## config.mk

```make
export PLATFORM = sky130hd
export DESIGN_NAME = register_file
export DESIGN_NICKNAME = d
export VERILOG_FILES = /design/src/rtl/register_file.sv
export SDC_FILE = /design/constraint.sdc
export NUM_CORES = 1
export LEC_CHECK = 0
export CAP_MARGIN = 15
export CORE_MARGIN = 3
export CORE_UTILIZATION = 31
export DETAILED_ROUTE_END_ITERATION = 10
export PLACE_DENSITY_LB_ADDON = 0.15
export SETUP_SLACK_MARGIN = 0.02
export SLEW_MARGIN = 40
export SYNTH_ARGS = -nofsm -noshare
export SYNTH_HDL_FRONTEND = slang
export SYNTH_SLANG_ARGS = --single-unit
```

## constraint.sdc

```tcl
create_clock -name Clock -period 3.25 [get_ports Clock]
set_input_delay 0.65 -clock Clock [delete_from_list [all_inputs] [get_ports Clock]]
set_output_delay 0.65 -clock Clock [all_outputs]
set_load 0.01 [all_outputs]
```

## src/rtl/register_file.sv

```systemverilog
// register_file: 8 x 16-bit general-purpose register file for the CPU datapath.
// Two combinational read ports (RS/RT) and one synchronous write port (RD).
// There is no handshake: RD, WriteData and RegWrite are sampled on the rising
// edge of Clock, and the read ports follow their indices with zero latency.
// R0 is an ordinary writable register, not a hardwired zero.
// There is no write-through bypass. A read of the index being written shows
// the old value until the capturing edge.

module register_file #(
    parameter int DATA_WIDTH = 16,
    parameter int ADDR_WIDTH = 3
) (
    input  logic [ADDR_WIDTH-1:0] RS,
    input  logic [ADDR_WIDTH-1:0] RT,
    input  logic [ADDR_WIDTH-1:0] RD,
    input  logic [DATA_WIDTH-1:0] WriteData,
    output logic [DATA_WIDTH-1:0] ReadRS,
    output logic [DATA_WIDTH-1:0] ReadRT,
    input  logic                  RegWrite,
    input  logic                  Clock,
    input  logic                  ResetN
);

    localparam int DEPTH = 1 << ADDR_WIDTH;

    logic [DATA_WIDTH-1:0] regs_q [DEPTH];
    logic [DATA_WIDTH-1:0] regs_d [DEPTH];

    // Next-state: hold every register, except replace R[RD] when the write is enabled.
    always_comb begin
        regs_d = regs_q;
        if (RegWrite) begin
            regs_d[RD] = WriteData;
        end
    end

    // Storage: asynchronous clear wins over a coincident write edge.
    always_ff @(posedge Clock or negedge ResetN) begin
        if (!ResetN) begin
            for (int i = 0; i < DEPTH; i++) begin
                regs_q[i] <= '0;
            end
        end else begin
            regs_q <= regs_d;
        end
    end

    // Combinational read ports. An unknown index propagates X to the output only.
    assign ReadRS = regs_q[RS];
    assign ReadRT = regs_q[RT];

endmodule

```

==> out/qor.csv <==
metric;value;unit
status;finished, final reports clean;
start_util;31.8;%
cts_tree;done;
hp-class;in -> async;
grt_pass1_vias;4250;
n_antenna_cell;0;
final_common_cell;mux2_2;
grt_pass1_wl;25900;microns
cap_violations;0;
cts-resized-gates;0;
place_area;7970;sq um
syn_nets;421;
dpl.hpwl;10100;microns
die_h;156;microns
fin_util;39.3;%
critPathSlowestCell;mux4_1;
hold_buffers;0;
finalCritPeriodShare;93.2;%
gp_routability_congestion;0.708;
layout.nets;485;
vias;3977;
post_cts_buffers;0;
totalWireLength;17400;microns
io_buffers;59;
drv_slew;0;
yosysSeqAreaShare;45.8;%
cp-end-kind;output port;
drc;0;
top_register;regs_q;
hold_ws;0.200;ns
drt-pass1-iter-count;4;
fin_ws;0.221;ns
htreeDepth;4;
io_pins;60;
core_area;22000;sq um
grt_max_degree;49;
relSlewSlack;62.2;%
total_power;5.52;mW
path_cells;buf_2 > buf_12 > mux4_1 > mux2_2 > clkdlybuf4s50_1;
layout-drive-gt1-share;47.9;%
syn_inst;393;
cts-root-buf;clkbuf_16;
critical_path_class;in -> out;
largest_reg_flops;128;
dp.cells;716;
fin_crit;3.03;ns
syn_area;7000;sq um
drt.antenna.violating_nets;0;
cts.sinks;128;
drtIter0Drc;148;
p_per_area;638;nW/um^2
crit_arrival;2.38;ns
track_usage;14.4;%
ys_warn_count;0;
placementRows;54;
antenna_found_initial;0;
syn_to_final_growth;23.6;%
critPathLaunchType;input pin;
fin_area;8650;sq um
yosysTopAreaCell;dfrtp_1;
clk_pin_slew;0.05;ns
timing.setup.tns;0;ns
place_ws;0.0585;ns
cp_max_fo;24;
clkLatencyLatePin;0.41;ns
p_leak;3.65;nW
crit_required;2.60;ns
slowest_delay;0.60;ns
layout.cells.non_filler;750;
globalRouteOverflowTotal;0;
synth.top_cell.area_share;45.8;%
max_clock_freq;330;MHz
setup_viol;0;
numCtsBuffers;17;
yosysUniqueCellTypes;15;
nFillCells;2064;
die_w;156;microns
tightest_slew;0.565;ns
top_regs;regs_q x128;
final_cell_mix;mux2_2, dfrtp_1, mux4_1;
avgRoutedWirePerCell;23.1;microns
vias_per_cell;5.30;
path_buf_inv;3;
ys_ff_latch;128;
ir_worst_vdd;393;uV
synth.top_cells.by_area;dfrtp_1, mux2_2, mux4_1;
rsz0062_at_grt;false;
crit_family;multiplexers;
dieArea;24400;sq um
hold_viol_final;0;
synth.avg_cell_area;17.8;sq um
clockBufferDepth;2;
finalClockSkew;0;ns
## synth_stat cells
| cell type | number |
|---|---|
| dfrtp_1 | 128 |
| clkbuf_1 | 3 |
| buf_6 | 10 |
| buf_2 | 8 |
| nor4bb_1 | 2 |
| mux4_2 | 8 |
| buf_4 | 5 |
| clkbuf_2 | 2 |
| nor4b_4 | 1 |
| nand4_2 | 1 |
| buf_1 | 5 |
| mux4_1 | 56 |
| nand4b_2 | 3 |
| and4bb_2 | 1 |
| mux2_2 | 160 |
## per-layer routing
metal	up-vias	GRT usage (%)	routed length, microns
li1	1746	-	-
met1	2157	19.1	8130
met2	61	24.3	8740
met3	13	2.93	332
met4	0	3.50	146
met5	-	0	0
## cells by family after synthesis
logic type             after synthesis  share of synthesized area (%)
buffers and inverters               33                           3.29
multiplexers                       224                           49.3
AND/OR/NAND/NOR                      8                           1.63
flip-flops                         128                           45.8
## power breakdown
| group | total [mW] | leakage, nW | internal (mW) | switching, mW |
|---|---|---|---|---|
| Combinational | 1.35 | 1.81 | 0.906 | 0.445 |
| Clock | 1.99 | 0.305 | 1.33 | 0.658 |
| Sequential | 2.18 | 1.54 | 1.95 | 0.229 |
## path summary, 6_finish.rpt
path,depth (start not counted),endpoint,slack (ns),start
setup reg to reg,1,regs_q[53],2.46,regs_q[53]
setup / recovery,5,ReadRS[7],0.22,RS[0]
max in group asynchronous,2,regs_q[12],2.34,ResetN
hold reg to reg,1,regs_q[106],0.51,regs_q[106]
min in group Clock,1,regs_q[106],0.51,regs_q[106]
hold / removal,1,regs_q[34],0.20,ResetN
## layout make-up
class	count	area (sq um)	share of cell area (%)
repair buffers	78	861	9.95
flip-flops and latches	128	3200	37.0
multi-input cells	232	3610	41.8
clock inverters	4	95.1	1.10
clock buffers	28	527	6.09
well taps	280	350	4.05
Note: power is estimated with default switching activity, not from simulation.
